## config.mk

```make
export PLATFORM = sky130hd
export DESIGN_NAME = change_dispenser
export DESIGN_NICKNAME = d
export VERILOG_FILES = /design/src/rtl/change_dispenser.sv
export SDC_FILE = /design/constraint.sdc
export NUM_CORES = 1
export LEC_CHECK = 0
export CAP_MARGIN = 20
export CORE_ASPECT_RATIO = 0.5
export CORE_MARGIN = 2
export CORE_UTILIZATION = 50
export DETAILED_ROUTE_END_ITERATION = 8
export GPL_TIMING_DRIVEN = 0
export PLACE_DENSITY = 0.72
export SYNTH_ARGS = -nofsm -noshare
export SYNTH_HDL_FRONTEND = slang
export SYNTH_SLANG_ARGS = --single-unit
```

## constraint.sdc

```tcl
create_clock -name clk -period 10.6 [get_ports clk]
set_input_delay 2.12 -clock clk [delete_from_list [all_inputs] [get_ports clk]]
set_output_delay 2.12 -clock clk [all_outputs]
set_load 0.01 [all_outputs]
```

## src/rtl/change_dispenser.sv

```systemverilog
// change_dispenser: greedy change payout with a dry-run feasibility pass.
// Ports: clk, reset (async, active-low), start/change_amount request,
//   coin_valid/coin_out/coin_ack payout handshake, refill/refill_coin,
//   busy/done/error/remaining status, count_* per-denomination inventory.
module change_dispenser #(
  parameter logic [3:0] INIT_COUNT = 4'd10
) (
  input  logic        clk,
  input  logic        reset,
  input  logic        start,
  input  logic [15:0] change_amount,
  input  logic        coin_ack,
  input  logic        refill,
  input  logic [1:0]  refill_coin,
  output logic        coin_valid,
  output logic [1:0]  coin_out,
  output logic        busy,
  output logic        done,
  output logic        error,
  output logic [15:0] remaining,
  output logic [3:0]  count_500,
  output logic [3:0]  count_1000,
  output logic [3:0]  count_2000,
  output logic [3:0]  count_5000
);

  typedef enum logic [1:0] {
    IDLE, CHECK, DISPENSE, FINISH
  } state_t;

  state_t      state_q, state_d;
  logic [15:0] rem_q, shrem_q;
  logic [3:0]  cnt_q   [4];
  logic [3:0]  shcnt_q [4];
  logic        err_q;

  logic        ld, sh_step, take, err_set;
  logic        refill_ok;
  logic [2:0]  g_sh, g_rl;
  logic [15:0] v_sh, v_rl;

  function automatic logic [15:0] val(
    input logic [1:0] d
  );
    unique case (d)
      2'd0: return 16'd500;
      2'd1: return 16'd1000;
      2'd2: return 16'd2000;
      2'd3: return 16'd5000;
    endcase
  endfunction

  // {found, denom}: largest stocked coin not above r.
  function automatic logic [2:0] greedy(
    input logic [15:0] r,
    input logic [3:0]  c0,
    input logic [3:0]  c1,
    input logic [3:0]  c2,
    input logic [3:0]  c3
  );
    if (c3 != 4'd0 && r >= 16'd5000)
      return 3'b111;
    if (c2 != 4'd0 && r >= 16'd2000)
      return 3'b110;
    if (c1 != 4'd0 && r >= 16'd1000)
      return 3'b101;
    if (c0 != 4'd0 && r >= 16'd500)
      return 3'b100;
    return 3'b000;
  endfunction

  assign g_sh = greedy(shrem_q, shcnt_q[0],
    shcnt_q[1], shcnt_q[2], shcnt_q[3]);
  assign g_rl = greedy(rem_q, cnt_q[0],
    cnt_q[1], cnt_q[2], cnt_q[3]);
  assign v_sh = val(g_sh[1:0]);
  assign v_rl = val(g_rl[1:0]);

  assign refill_ok = (state_q == IDLE)
    && !start && refill;

  always_ff @(posedge clk or negedge reset) begin
    if (!reset) state_q <= IDLE;
    else        state_q <= state_d;
  end

  always_comb begin
    state_d    = state_q;
    coin_valid = 1'b0;
    coin_out   = 2'b00;
    busy       = 1'b1;
    done       = 1'b0;
    ld         = 1'b0;
    sh_step    = 1'b0;
    take       = 1'b0;
    err_set    = 1'b0;
    unique case (state_q)
      IDLE: begin
        busy = 1'b0;
        if (start) begin
          ld      = 1'b1;
          state_d = (change_amount == 16'd0)
            ? FINISH : CHECK;
        end
      end
      CHECK: begin
        if (shrem_q == 16'd0) begin
          state_d = DISPENSE;
        end else if (g_sh[2]) begin
          sh_step = 1'b1;
        end else begin
          err_set = 1'b1;
          state_d = FINISH;
        end
      end
      DISPENSE: begin
        coin_valid = g_rl[2];
        coin_out   = g_rl[1:0];
        if (coin_valid && coin_ack) begin
          take = 1'b1;
          if (rem_q == v_rl)
            state_d = FINISH;
        end
      end
      FINISH: begin
        done    = 1'b1;
        state_d = IDLE;
      end
    endcase
  end

  always_ff @(posedge clk or negedge reset) begin
    if (!reset) begin
      rem_q   <= 16'd0;
      shrem_q <= 16'd0;
      err_q   <= 1'b0;
      for (int i = 0; i < 4; i++) begin
        cnt_q[i]   <= INIT_COUNT;
        shcnt_q[i] <= INIT_COUNT;
      end
    end else begin
      if (ld) begin
        rem_q   <= change_amount;
        shrem_q <= change_amount;
        err_q   <= 1'b0;
        for (int i = 0; i < 4; i++)
          shcnt_q[i] <= cnt_q[i];
      end
      if (err_set)
        err_q <= 1'b1;
      if (sh_step) begin
        shrem_q <= shrem_q - v_sh;
        shcnt_q[g_sh[1:0]] <=
          shcnt_q[g_sh[1:0]] - 4'd1;
      end
      if (take) begin
        rem_q <= rem_q - v_rl;
        cnt_q[g_rl[1:0]] <=
          cnt_q[g_rl[1:0]] - 4'd1;
      end
      if (refill_ok
          && cnt_q[refill_coin] != 4'd15)
        cnt_q[refill_coin] <=
          cnt_q[refill_coin] + 4'd1;
    end
  end

  assign error      = done & err_q;
  assign remaining  = rem_q;
  assign count_500  = cnt_q[0];
  assign count_1000 = cnt_q[1];
  assign count_2000 = cnt_q[2];
  assign count_5000 = cnt_q[3];

endmodule

```

==> implementation parameters <==
Parameter                              Value

Run status
  Run status ... finished, final reports clean

Critical path
  Kind of capture point of the worst setup path ... output port
  Worst endpoint data arrival time ... 3.13 ns
  Maximum fanout along the worst path ... 9
  Crit path kind ... flop to output port
  Data required time of the critical path ... 8.48 ns
  Critical Path Source Type ... flop

CTS
  Cell at the root of the clock tree ... clkbuf_16
  Number of buffers inserted by post-CTS setup repair ... 0
  H-tree depth ... 3
  Clk_lat worst skew ... 0.34 ns
  Clock buffer count from CTS ... 9
  Maximum clock insertion buffer count ... 2
  Post-CTS Resized ... 0
  Clock tree from TritonCTS ... yes
  Hold-fix buffers at CTS ... 0
  Clock edge transition at the registers on the reported setup and hold paths ... 0.06 ns
  # clock sinks ... 67

Synthesis
  Synth Instances ... 584
  Share of synthesized area spent on multiplexers ... 0.0802
  Post-synth top flop ... dfrtp_1
  Number of enable flip-flop cells after synthesis ... 0
  Syn nets ... 632
  Yosys reg bits ... 67
  Per-instance average area after synthesis ... 8.68 um2
  Number of warning messages in the yosys log ... 0
  Xor/xnor cell area share of the yosys netlist ... 0.0358
  Count of cell types in the netlist ... 73
  Adder and majority cell fraction of the synthesized area ... 0.0666
  Simple-gate share of the synthesized area ... 0.213
  Combinational family with the most area after synthesis ... compound AO/OA/AOI/OAI gates
  Post-synthesis compound-gate area fraction ... 0.234
  Sequential element share of the synthesized area ... 0.335
  Mapped cell area ... 5070 um2
  Asr flop ratio synth ... 1.00

Die
  Count of boundary I/O pins ... 61
  Floorplan core area ... 9630 um2
  Die outline width ... 146 um
  DIE AREA ... 11000 um2
  Number of rows created at floorplan ... 25
  Die height ... 75.2 um
  Starting Density ... 0.526

GRT
  Leftover overflow at the end of global routing ... 0
  First-pass GRT wire length ... 25.3 mm
  Initial antenna violation count ... 0
  Pin count of the biggest net entering global routing ... 68
  Via count of the first global-routing pass ... 4637
  GR Util All Layers ... 0.302

Timing
  Fin crit period ... 5.25 ns
  Final critical-path share of the clock period ... 0.495
  Final setup skew ... 0.0112 ns
  Max-slew violation total from the final report ... 0
  Tightest slew margin relative to the limit ... 0.411
  Slew @ Worst Pin ... 0.883 ns
  RSZ-0062 raised after global routing ... false
  Setup tns final ... 0 ns
  Timing-limited maximum frequency ... 191 MHz
  Final hold vios ... 0
  Endpoints failing setup ... 0

Layout
  Most frequent cells in the layout ... nand2_1, clkdlybuf4s50_1, nor2_1
  Ratio of cells with drive above 1 in the final layout ... 0.105
  Final cell utilization of the core ... 0.636
  FILL cells ... 878
  Most frequent standard cell in the layout excluding fill and tap cells ... nand2_1
  Antenna Diode Count ... 0
  Final nets ... 701
  Layout overhead on the synthesized area ... 20.9%

Pwr
  Largest voltage drop on the vdd net ... 82.8 uV
  Total power density per cell area ... 96.3 nW/um2
  Standby leakage power ... 2.65 nW

Place
  Final weighted congestion of routability-driven global placement ... 0.935
  Input/output buffers ... 58
  Detailed placement HPWL ... 11.9 mm

Routing
  Post-DR vias/cell ... 6.32
  Number of violations reported at the end of detailed-routing iteration 0 ... 484
  Antenna viol nets, final ... 0
  Post-Route WL ... 15.9 mm
  Count of vias placed by the detailed router ... 5012
  Detailed Routing Iterations Pass 1 ... 5
  WL per Instance ... 20.0 um
  DRC violations left ... 0

Flow run
  Maximum capacitance violations ... 0

Min path
  Class of the worst hold path ... flop to flop
## cells in the mapped netlist, types with 3 or more instances
library cell,count,area share
mux2_2,11,0.024
and2_1,6,0.0074
o21ai_1,21,0.021
o211a_1,5,0.0099
dfstp_2,16,0.083
o21ai_0,28,0.028
nand2_1,60,0.044
a211oi_1,21,0.031
a211o_1,3,0.0052
clkbuf_1,18,0.013
nand2b_1,6,0.0074
or4_1,4,0.0059
xor2_1,8,0.014
or3_1,3,0.0037
o211ai_1,8,0.012
a21o_1,3,0.0044
ha_1,23,0.057
and3_1,15,0.019
a221oi_1,3,0.0052
nor3_1,19,0.019
a31oi_1,4,0.0049
inv_2,3,0.0022
o21a_1,4,0.0059
nor2_1,52,0.039
a21oi_1,43,0.042
o41ai_1,3,0.0052
nand3_1,19,0.019
mux4_2,4,0.018
nor2b_1,5,0.0062
inv_1,21,0.016
mux2i_1,17,0.034
dfrtp_1,51,0.25
nor4_1,11,0.014
xnor2_1,9,0.016
nand4_1,5,0.0062
or2_2,4,0.0049
## critical path: stages, from the launching register on
cell	delay, ns
dfrtp_1	0.45
or4_4	0.56
buf_6	0.16
a211oi_4	0.36
nor2_1	0.10
o21ai_0	0.33
inv_1	0.18
nor2_1	0.11
clkdlybuf4s50_1	0.53
## area by class of cell
class	instances	area (um2)	area share
timing repair buffer	58	578	0.0943
multi-input combinational	472	3200	0.521
buffer	21	87.6	0.0143
inverter	24	90.1	0.0147
sequential	67	1700	0.277
clock inverter	5	38.8	0.00633
clock buffer	11	275	0.0449
tap	135	169	0.0276
## per-layer routing
| layer | vias to the layer above | share of wire | track usage | routed length [um] |
|---|---|---|---|---|
| li1 | 2318 | - | - | - |
| met1 | 2429 | 0.49 | 0.442 | 7790 |
| met2 | 246 | 0.41 | 0.454 | 6510 |
| met3 | 19 | 0.089 | 0.0776 | 1420 |
| met4 | 0 | 0.011 | 0.0701 | 180 |
| met5 | - | 0 | 0 | 0 |
## sequential cells by signal, indices dropped and copies added, names as in the netlist
register,count
count_1000,4
count_2000,4
count_500,4
count_5000,4
err_q,1
remaining,16
shcnt_q,16
shrem_q,16
state_q,2
## stage by stage
| step | instance area, um2 | hold slack [ns] | total power, mW | std cells | setup slack [ns] |
|---|---|---|---|---|---|
| floorplan | 5070 | 0.442 | 0.266 | 584 | 6.46 |
| global placement | 5820 | 0.463 | 0.284 | 777 | 5.05 |
| detailed placement | 5820 | 0.477 | 0.283 | 777 | 5.73 |
| CTS | 6130 | 0.490 | 0.593 | 793 | 5.37 |
| global route | 6130 | 0.531 | 0.607 | 793 | 5.21 |
| finish | 6130 | 0.491 | 0.591 | 793 | 5.35 |
## kinds of logic (layout without fill, tap and decap cells)
logic type,count (synthesis),in the layout
xor gates and xnor gates,19,19
adders and majority gates,26,26
buffers and inverters,45,119
AOI/OAI and AO/OA,175,175
and+or+nand+nor,218,218
DFF,67,67
muxes,34,34
## power breakdown
group / switching, mW / internal, mW
Sequential: 0.000739 / 0.256
Clock: 0.123 / 0.189
Combinational: 0.0127 / 0.00927
Total: 0.136 / 0.454
## final timing paths
check                               from            end  slack (ns)  cells after the start
setup / recovery           remaining[14]    coin_out[0]        5.35                      8
hold / removal                     err_q          err_q        0.49                      2
setup reg to reg             shrem_q[12]    shrem_q[12]        6.10                     16
hold reg to reg                    err_q          err_q        0.49                      2
max in group asynchronous          reset   remaining[8]        8.11                      1
min in group asynchronous          reset  count_1000[2]        1.90                      1
Note: power is estimated with default switching activity, not from simulation.
==> variant: new RTL, same settings <==
The 4 states of `state_t` get a one-hot encoding in 4 bits.
--- a/src/rtl/change_dispenser.sv
+++ b/src/rtl/change_dispenser.sv
@@ -26,4 +26,4 @@
 
-  typedef enum logic [1:0] {
-    IDLE, CHECK, DISPENSE, FINISH
+  typedef enum logic [3:0] {
+    IDLE = 4'b0001, CHECK = 4'b0010, DISPENSE = 4'b0100, FINISH = 4'b1000
   } state_t;
Function: same outputs for any inputs over 4 cycles, from zero or initial values and one cycle with reset low; so few cycles prove little.
==> variant against the unedited design <==
- fmax up 4.3%
- area after synthesis down 0.79%
- routed wire length grew 5.6%
- count of clock-buffer cells in the layout is 1 higher
- sequential share of layout area up 1.2 points
- sequential cell count up 2
- via count rose by 4.0%
- final area decreased by 1.3%
- core utilization is 0.65 points lower
- worst setup slack better by 0.22 ns
Power is not compared: it rests on default switching activity, and its combinational part moved more than twofold at a synthesized area within 25%.
==> variant: results (changes against the unedited design) <==
[global_routing]
grt_pass1_wl_um = 26400  ; was 25,300 um
track_usage_pct = 31.8  ; was 30.2%
grt_max_degree = 70  ; was 68
grt_pass1_vias = 4859  ; was 4,637

[synth]
netlist_top_cells_count = nand2_1 (103), dfrtp_1 (52), nor2_1 (36), o21ai_0 (36), inv_1 (27)  ; was nand2_1 (60), nor2_1 (52), dfrtp_1 (51), a21oi_1 (43), o21ai_0 (28)
synth_area_leaders = dfrtp_1 (26%), dfstp_2 (8.9%), nand2_1 (7.7%)  ; was dfrtp_1 (25%), dfstp_2 (8.3%), ha_1 (5.7%)
ys_seq_area_share_pct = 34.8  ; was 33.5%
syn_nets = 638  ; was 632

[placed_design]
postPlaceCellArea_sq_um = 5780  ; was 5820 sq um
place_hpwl_um = 12700  ; was 11,900 um
gp_congestion = 0.962  ; was 0.935

[timing]
setup_ws_ns = 5.57  ; was 5.35 ns
max_slew.worst_pin.slew_ns = 0.935  ; was 0.883 ns
finClkSkew_ns = 0.00963  ; was 0.0112 ns

[detailed_routing]
vias = 5213  ; was 5,012
highest_layer = met5  ; was met4
wl_met1_um = 7920  ; was 7790 um
drtIter0Drc = 418  ; was 484
wl_met2_um = 7060  ; was 6510 um
drt-total-wl_um = 16800  ; was 15,900 um
dr_wl_met3_um = 1490  ; was 1420 um

[setup_path]
cpMaxStageDelayCell = or4_1  ; was or4_4
r2r_cells = 15  ; was 16
slowest_delay_ns = 0.61  ; was 0.56 ns
path_max_fanout = 10  ; was 9
r2r_start = remaining[14]  ; was shrem_q[12]
cp_data_arrival_time_ns = 2.91  ; was 3.13 ns
r2r_slack_ns = 6.33  ; was 6.10 ns
critical_path.endpoint = coin_valid  ; was coin_out[0]
startpoint = remaining[14]  ; unchanged

[final_layout]
nets = 707  ; was 701

[outcome]
status = finished clean  ; unchanged

-- variant: how the worst min path moves through the flow --
stage	startpoint	slack, ns	endpoint
after floorplan	err_q	0.44	err_q
after global placement	err_q	0.46	err_q
final	shrem_q[1]	0.48	shrem_q[1]
after detailed placement	shrem_q[1]	0.47	shrem_q[1]
after CTS	shrem_q[1]	0.48	shrem_q[1]
after global routing	shrem_q[1]	0.52	shrem_q[1]
-- variant: critical path, delay by kind of cell, from the launching register on --
kind / cells / cell delay, ns
simple gates: 3 / 1.14
buf+inv: 2 / 0.74
flops: 1 / 0.48
compound gates: 2 / 0.21
-- variant: per-stage QoR --
step                      cells  power (mW)  hold slack, ns  util [%]
after global placement      788        1.04           0.464      60.2
after global routing        804        1.44           0.523      63.0
after floorplan             595       0.882           0.438         -
after CTS                   804        1.34           0.483      63.0
after detailed placement    788        1.05           0.469      60.2
final                       804        1.35           0.479      63.0
-- variant: per-layer routing --
| metal | vias up | GRT usage (%) |
|---|---|---|
| met5 | - | 0 |
| met3 | 30 | 6.67 |
| met4 | 2 | 9.91 |
| met1 | 2554 | 46.3 |
| met2 | 256 | 48.2 |
| li1 | 2371 | - |
-- variant: final cells by class --
class	instances	area, sq um	area share (%)
Buffer	21	90.1	1.49
Clock buffer	12	246	4.08
Clock inverter	4	25.0	0.414
Inverter	30	113	1.86
Multi-Input combinational cell	475	3080	50.9
Sequential cell	69	1750	28.9
Tap cell	135	169	2.79
Timing Repair Buffer	58	578	9.56
-- variant: power by group through the flow --
stage / Clock, mW / Combinational, mW / Sequential, mW
after floorplan: 0 / 0.476 / 0.405
after global placement: 0 / 0.606 / 0.432
after detailed placement: 0 / 0.618 / 0.434
after CTS: 0.283 / 0.623 / 0.431
after global routing: 0.296 / 0.703 / 0.444
final: 0.282 / 0.631 / 0.434
-- variant: cells by family (layout without fill, tap and decap cells) --
family                     Yosys count  in the layout  synth area share, %
buffers and inverters               51            125                 4.03
AOI/OAI and AO/OA                  166            166                 23.0
xor gates and xnor gates            13             13                 2.26
DFF                                 69             69                 34.8
and+or+nand+nor                    261            261                 26.7
muxes                               14             14                 3.81
adders and majority gates           21             21                 5.47
